[config.mk]
export PLATFORM = sky130hd
export DESIGN_NAME = mvm_result_drain
export DESIGN_NICKNAME = d
export VERILOG_FILES = /design/src/rtl/mvm_result_drain.sv
export SDC_FILE = /design/constraint.sdc
export NUM_CORES = 1
export LEC_CHECK = 0
export CORE_AREA = 5 5 347 349
export DETAILED_ROUTE_END_ITERATION = 10
export DIE_AREA = 0 0 352 354
export SLEW_MARGIN = 20
export SYNTH_ARGS = -nofsm -noshare
export SYNTH_HDL_FRONTEND = slang
export SYNTH_SLANG_ARGS = --single-unit
[constraint.sdc]
create_clock -name clk -period 56.3 [get_ports clk]
set_input_delay 11.26 -clock clk [delete_from_list [all_inputs] [get_ports clk]]
set_output_delay 11.26 -clock clk [all_outputs]
set_load 0.01 [all_outputs]
[src/rtl/mvm_result_drain.sv]
// Captures NUM_OLANES accumulator results per pulse, requantizes each and drains one lane per cycle.
// Optional feature: define MVM_DRAIN_RELU_EN to force negative shifted values to zero before saturation.
module mvm_result_drain #(
  parameter int unsigned IWIDTH     = 32,
  parameter int unsigned OWIDTH     = 8,
  parameter int unsigned NUM_OLANES = 27,
  parameter int unsigned LANEW      = $clog2(NUM_OLANES),
  parameter int unsigned SHW        = $clog2(IWIDTH)
) (
  input  logic                     clk,
  input  logic                     rst,
  input  logic signed [IWIDTH-1:0] i_result [0:NUM_OLANES-1],
  input  logic                     i_valid,
  input  logic        [SHW-1:0]    i_shift,
  output logic signed [OWIDTH-1:0] o_data,
  output logic        [LANEW-1:0]  o_lane,
  output logic                     o_last,
  output logic                     o_valid,
  input  logic                     i_ready,
  output logic                     o_full,
  output logic                     o_overflow,
  input  logic                     i_clr_overflow
);

  localparam logic        [LANEW-1:0]  LastLane = LANEW'(NUM_OLANES - 1);
  localparam logic signed [IWIDTH-1:0] SatMax   = IWIDTH'((1 << (OWIDTH - 1)) - 1);
  localparam logic signed [IWIDTH-1:0] SatMin   = ~SatMax;

  typedef enum logic {StIdle, StDrain} state_e;

  state_e                     r_state, w_state_d;
  logic signed [IWIDTH-1:0]   r_buf [0:NUM_OLANES-1];
  logic        [SHW-1:0]      r_shift;
  logic        [LANEW-1:0]    r_lane, w_lane_d;
  logic                       r_overflow, w_overflow_d;

  logic                       w_hs, w_final, w_load, w_drop;
  logic signed [IWIDTH-1:0]   w_shifted, w_clipped;
  logic signed [OWIDTH-1:0]   w_sat;

  // A capture on the final handshake edge replaces the set with no idle bubble.
  always_comb begin
    w_hs         = (r_state == StDrain) && i_ready;
    w_final      = w_hs && (r_lane == LastLane);
    w_load       = i_valid && ((r_state == StIdle) || w_final);
    w_drop       = i_valid && (r_state == StDrain) && !w_final;
    w_state_d    = r_state;
    w_lane_d     = r_lane;
    w_overflow_d = r_overflow;
    if (w_hs) begin
      w_lane_d = r_lane + 1'b1;
      if (w_final) begin
        w_state_d = StIdle;
        w_lane_d  = '0;
      end
    end
    if (w_load) begin
      w_state_d = StDrain;
      w_lane_d  = '0;
    end
    if (w_drop) begin
      w_overflow_d = 1'b1;
    end else if (i_clr_overflow) begin
      w_overflow_d = 1'b0;
    end
  end

  always_ff @(posedge clk) begin
    if (rst) begin
      r_state    <= StIdle;
      r_lane     <= '0;
      r_overflow <= 1'b0;
    end else begin
      r_state    <= w_state_d;
      r_lane     <= w_lane_d;
      r_overflow <= w_overflow_d;
    end
  end

  always_ff @(posedge clk) begin
    if (w_load && !rst) begin
      for (int unsigned n = 0; n < NUM_OLANES; n++) begin
        r_buf[n] <= i_result[n];
      end
      r_shift <= i_shift;
    end
  end

  always_comb begin
    w_shifted = r_buf[r_lane] >>> r_shift;
`ifdef MVM_DRAIN_RELU_EN
    w_clipped = (w_shifted < 0) ? '0 : w_shifted;
`else
    w_clipped = w_shifted;
`endif
    if (w_clipped > SatMax) begin
      w_sat = SatMax[OWIDTH-1:0];
    end else if (w_clipped < SatMin) begin
      w_sat = SatMin[OWIDTH-1:0];
    end else begin
      w_sat = w_clipped[OWIDTH-1:0];
    end
  end

  assign o_valid    = (r_state == StDrain);
  assign o_full     = (r_state == StDrain);
  assign o_lane     = r_lane;
  assign o_last     = o_valid && (r_lane == LastLane);
  assign o_data     = o_valid ? w_sat : '0;
  assign o_overflow = r_overflow;

endmodule

==> results.tsv <==
metric	value	unit
status	complete, no violations	
post-synth-top-area-cell	sky130_fd_sc_hd__edfxtp_1	
average_vias_per_placed_instance	5.01	
nets	3862	
cts-resized-gates	0	
synth_top_cell_area_share	71.1	%
rsz_0062_raised_after_global_routing	no	
post_synth_instance_area	0.0367	sq mm
cts_hold_buffers	0	
layout-drive-gt1-share	11.0	%
worst_ir_drop_vdd	24.2	uV
clk_latency	0.67	ns
chipHeight	354	microns
die_w	352	microns
seq_area_frac_synth	71.8	%
met2_track_demand_over_resource_in_global_routing	33.9	%
boundaryPins	891	
criticalPathCategory	register to primary output	
report.power.total	1510	uW
gp_routability_congestion	0.874	
max_clock_freq	52.2	MHz
post_cts_setup_repair_bufs	0	
dieArea	0.125	sq mm
grt_max_degree	153	
final_area	0.0503	sq mm
first_pass_grt_wire_length	177000	microns
hpwl_detailed	95300	microns
yosys_warnings	0	
portBuffers	890	
slew_viol_final	0	
drt_iter0_markers	2234	
finalNonFillerCells	4630	
postSynthCellCount	2090	
area.growth.synth_to_final	37.1	%
root_buffer	sky130_fd_sc_hd__clkbuf_16	
ant_nets	0	
postSynthAreaPerCell	17.6	sq um
yosys.cell_count.top_type	sky130_fd_sc_hd__edfxtp_1	
post_synth_main_area_contributors	sky130_fd_sc_hd__edfxtp_1 (71%), sky130_fd_sc_hd__mux2i_1 (8.3%), sky130_fd_sc_hd__mux4_2 (5.8%), sky130_fd_sc_hd__a22oi_1 (2.0%), sky130_fd_sc_hd__mux2_2 (1.1%)	
totalWireLength	129000	microns
dominantRegCellSynth	sky130_fd_sc_hd__edfxtp_1	
period_share	34.0	%
grt-busiest-layer	met2	
number_of_enable_flip_flop_cells_after_synthesis	869	
placed_cell_area	0.0471	sq mm
grt_ovf	0	
skew	0.0238	ns
async_flop_share	0	%
clk_pin_slew	0.06	ns
arr_time_crit_path	7.90	ns
post_drt_wl_per_cell	27.9	microns
tritoncts.num_buffers	97	
cp.required	45.04	ns
fin_setup_tns	0	ns
yosysUniqueCellTypes	84	
starting_density	31.3	%
setup-violations-final	0	
max_slew_margin	24.5	%
worstPathMaxFanout	113	
maxCapViolCount	0	
gr-usage-met1	24.6	%
setup.worst_path.end_class	primary output	
grt.total_usage	19.9	%
worst_pin_slew	1.13	ns
netlist_top_cells_count	sky130_fd_sc_hd__edfxtp_1 (869), sky130_fd_sc_hd__mux2i_1 (303), sky130_fd_sc_hd__nand2_1 (98)	
timing.final.crit_period	19.16	ns
placement_rows	126	
globalRouteMet3Util	5.28	%
post-route-worst-setup-slack	37.14	ns
cts_htree_levels	3	
cellPowerDensity	30.0	mW/mm^2
pre_cts_ws	37.95	ns
hold_viol_final	0	
timing.critical_path.from_type	register	
leakagePower	0.0159	uW
core-area	0.117	sq mm
hold_class	register to register	
drc_errors	0	
synth_register_bits	881	
first_global_vias	23900	
clock_tree.buffer_depth	3	
cts_tree	yes	
cts_sinks	881	
syn-num-nets	2966	
grt_antenna_before_repair	32	
firstDrtPassIters	7	
placed_cells_incl_taps	4423	
dr_total_vias	23200	
## power by group
part,switching [uW],internal (uW),leakage (uW)
registers,7.91,751,0.00814
clock network,261,365,0.00153
logic,51.7,73.3,0.00628
total,321,1190,0.0159
## critical path, cell delays in order, from the launching register on
cell and delay [ns]:
sky130_fd_sc_hd__dfxtp_4 0.91, sky130_fd_sc_hd__buf_4 0.78, sky130_fd_sc_hd__buf_12 0.59, sky130_fd_sc_hd__mux2i_1 0.17, sky130_fd_sc_hd__a22oi_1 0.21, sky130_fd_sc_hd__a21oi_1 0.15
sky130_fd_sc_hd__nor4_2 0.93, sky130_fd_sc_hd__mux2i_1 0.33, sky130_fd_sc_hd__mux4_2 0.55, sky130_fd_sc_hd__nor3_1 0.30, sky130_fd_sc_hd__a31oi_1 0.09, sky130_fd_sc_hd__nor4b_1 0.53
sky130_fd_sc_hd__a311oi_2 0.40, sky130_fd_sc_hd__o31ai_1 0.39, sky130_fd_sc_hd__clkdlybuf4s50_1 0.61
## logic make-up (layout without fill, tap and decap cells)
| kind of cell | Yosys count | after routing | share of synthesized area, % |
|---|---|---|---|
| AO/OA/AOI/OAI | 340 | 340 | 6.71 |
| XOR/XNOR | 3 | 3 | 0.0716 |
| AND/OR/NAND/NOR | 288 | 288 | 3.77 |
| buffers and inverters | 140 | 1119 | 2.31 |
| adder cells (fa/ha/maj) | 2 | 2 | 0.0682 |
| other | 0 | 25 | 0 |
| flip-flops | 881 | 881 | 71.8 |
| multiplexers | 436 | 436 | 15.3 |
## final timing paths
| check | from | endpoint | slack, ns | cells past startpoint |
|---|---|---|---|---|
| worst max register to register | o_full | r_buf[11][12] | 50.42 | 11 |
| worst max-delay path | register | o_data[0] | 37.14 | 14 |
| worst min-delay path | o_overflow | o_overflow | 0.52 | 2 |
| worst min register to register | o_overflow | o_overflow | 0.52 | 2 |
## layout make-up
class | count | area, sq um
Clock buffer | 123 | 2570
Timing Repair Buffer | 927 | 9230
Tap cell | 1536 | 1920
Antenna cell | 25 | 62.6
Fill cell | 10500 | 66900
Inverter | 10 | 37.5
Clock inverter | 59 | 568
Multi-Input combinational cell | 1069 | 9550
Sequential cell | 881 | 26300
## stage by stage
stage	hold slack, ns	util [%]
final	0.524	42.9
after global routing	0.607	42.9
after CTS	0.532	42.9
after detailed placement	0.506	40.2
after global placement	0.502	40.2
after floorplan	0.518	-
## flip-flops by register name, indices dropped and copies added, names as in the netlist, named ones only
signal	flops
o_full	1
o_lane	5
o_overflow	1
r_buf	864
r_shift	5
## metal layers
layer | routed length (microns) | up-vias
met2 | 64900 | 1012
met1 | 50500 | 11700
met4 | 3480 | 4
li1 | - | 10300
met5 | 23 | -
met3 | 10300 | 160
## layout by cell type (no fill, tap or decap), types with 33 or more instances in the layout
master                            instances
sky130_fd_sc_hd__nand2_1                 98
sky130_fd_sc_hd__buf_4                   33
sky130_fd_sc_hd__a22oi_1                 96
sky130_fd_sc_hd__mux2_2                  36
sky130_fd_sc_hd__clkdlybuf4s50_1        890
sky130_fd_sc_hd__clkbuf_16               98
sky130_fd_sc_hd__o21ai_0                 39
sky130_fd_sc_hd__a21oi_1                 53
sky130_fd_sc_hd__mux2i_1                303
sky130_fd_sc_hd__edfxtp_1               869
sky130_fd_sc_hd__mux4_2                  94
sky130_fd_sc_hd__nor2_1                  66
Power figures use the tool's default switching activity.
==> patch: new RTL, same flow settings <==
The option `MVM_DRAIN_RELU_EN` is turned on by a define.
--- a/src/rtl/mvm_result_drain.sv
+++ b/src/rtl/mvm_result_drain.sv
@@ -2,2 +2,4 @@
 // Optional feature: define MVM_DRAIN_RELU_EN to force negative shifted values to zero before saturation.
+`define MVM_DRAIN_RELU_EN
+
 module mvm_result_drain #(
Function: changed (Yosys sat finds a counterexample within 4 cycles, from zero or initial values and one cycle with rst high).
==> patch against the unedited design <==
  * Area after synthesis shrank 1.9%
  * Sequential cell count is the same
  * Sequential share of layout area grew 0.59 points
  * Total power grew 0.31%
  * Wire length grew 1.1%
  * Synthesized cell count shrank 12%
  * Largest power group unchanged
  * Critical endpoint is now o_data[4]
  * Highest routed layer unchanged
  * Maximum frequency grew 7.1%
  * Setup slack gained 1.3 ns
  * Final area shrank 1.1%
  * Non-clock buffer count shrank 6
==> patch: results (changes against the unedited design) <==
metric,value,unit,change
first-pass GRT wire length,180.2,mm,+2.0%
Worst-Margin Slew,1.147,ns,+0.01891 ns
Worst Reg-to-Reg Cells,10,,-1
First DRT Iteration DRCs,2070,,-7.3%
Layout Nets,3616,,-6.4%
Cell variety after synth,81,,-3.6%
average vias per placed instance,5.040,,+0.65%
Initial DRT Pass Iterations,5,,-2
slowest CP cell,buf_4,,
number of global-route vias before repair,23744,,-0.74%
run status,finished clean,,
crit-path max FO,51,,-55%
Crit path largest cell delay,0.75,ns,-0.18 ns
reg2reg end,r_buf[14][10],,
hold depth,2,,unchanged
buffers added on ports,889,,-0.11%
Total Wirelength,130.7,mm,+1.1%
DP HPWL,99.30,mm,+4.1%
LEAKAGE,16.11,nW,+1.0%
GP Congestion,0.8454,,-3.3%
Synth top cells by count,"edfxtp_1 (869), mux4_2 (197), mux2i_1 (102), nand2_1 (97), mux2_2 (43)",,
Inserted Clock Buffers,97,,unchanged
post-cts sizing count,0,,unchanged
antenna violations before repair,36,,+13%
number of instances in the placed design,4177,,-5.6%
clk buf depth,3,,unchanged
Placed Area,0.04650,mm^2,-1.2%
synth top area cells,"edfxtp_1 (73%), mux4_2 (12%), mux2i_1 (2.8%)",,
share of post-route cells with drive strength above 1,0.1570,,+0.04717
pin count of the biggest net entering global routing,195,,+27%
"Avg Cell Area, Syn",19.66,um^2,+12%
Critical Path Sink,o_data[4],,
maximum vdd drop,0.00002079,V,-14%
asr flop ratio synth,0,,unchanged
Final Skew,0.02897,ns,+0.005211 ns
root buf cell,clkbuf_16,,
Mapped Nets,2706,,-8.8%
Fill cells,10295,,-2.0%
R2R Setup Slk,49.71,ns,-0.71 ns
GRT Total Usage,0.2036,,+0.004506
post-synthesis sequential area ratio,0.7321,,+0.01418
min-delay worst type,reg -> reg,,
Startpoint Class,flop,,
FF-to-FF Start,o_full,,
Critical Path AT,6.63,ns,-1.27 ns
routed via count,22089,,-4.7%
## patch: cell types whose count changed after synthesis, sizes merged, moves of 17 or more
| cell | before | now |
|---|---|---|
| a21oi | 53 | 25 |
| mux2i | 305 | 103 |
| mux4 | 94 | 197 |
| nor2 | 69 | 43 |
| a22oi | 96 | 13 |
| o21ai | 40 | 23 |
## patch: worst min-delay path by stage
stage,from,endpoint,slack (ns)
CTS,o_overflow,o_overflow,0.57
global placement,o_overflow,o_overflow,0.53
floorplan,o_overflow,o_overflow,0.52
global route,o_overflow,o_overflow,0.61
finish,o_overflow,o_overflow,0.56
detailed placement,o_overflow,o_overflow,0.55
## patch: final cells by class
cell class                 instances  area (um^2)  share of cell area
clock buffer                     111         2480             0.04987
timing repair buffer             921         9180              0.1846
tap                             1536         1922             0.03865
antenna                           25        62.56            0.001258
multi-input combinational        827         8995              0.1809
sequential                       881        26350              0.5299
inverter                          12        50.05            0.001006
clock inverter                    70        686.9             0.01381
## patch: worst min-delay path, delay by kind of cell (launching register included)
family | cells | cell delay, ns
AND/OR/NAND/NOR | 1 | 0.07
flip-flops | 1 | 0.38
AO/OA/AOI/OAI | 1 | 0.08
## patch: routing by layer
metal	global-route usage	vias up	wire (um)
met2	0.3587	1042	67200
met1	0.2460	11322	50060
met5	0	-	94
met4	0.06269	16	3282
met3	0.05218	174	10010
li1	-	9535	-
## patch: metrics by stage
step / hold slack [ns] / util / setup slack [ns]
finish: 0.5638 / 0.4246 / 38.41
global route: 0.6144 / 0.4244 / 38.13
floorplan: 0.5183 / - / 6.316
global placement: 0.5310 / 0.3969 / 39.09
detailed placement: 0.5515 / 0.3970 / 39.10
CTS: 0.5681 / 0.4240 / 38.34
## patch: report_power, final
part           total, mW  leakage [nW]  internal (mW)  switching [mW]
Clock              0.630          1.54          0.365           0.265
Sequential         0.759          8.14          0.751         0.00768
Combinational      0.126          6.43         0.0741          0.0518
Total               1.51          16.1           1.19           0.325
## patch: cells by family (layout without fill, tap and decap cells)
group	after synthesis	in the layout	synth area share
AOI/OAI and AO/OA	234	234	0.04992
xor gates and xnor gates	3	3	0.0007306
adders and majority gates	2	2	0.0006956
buffers and inverters	122	1114	0.01857
DFF	881	881	0.7321
muxes	344	344	0.1661
other	1	26	0.0001043
and+or+nand+nor	243	243	0.03172
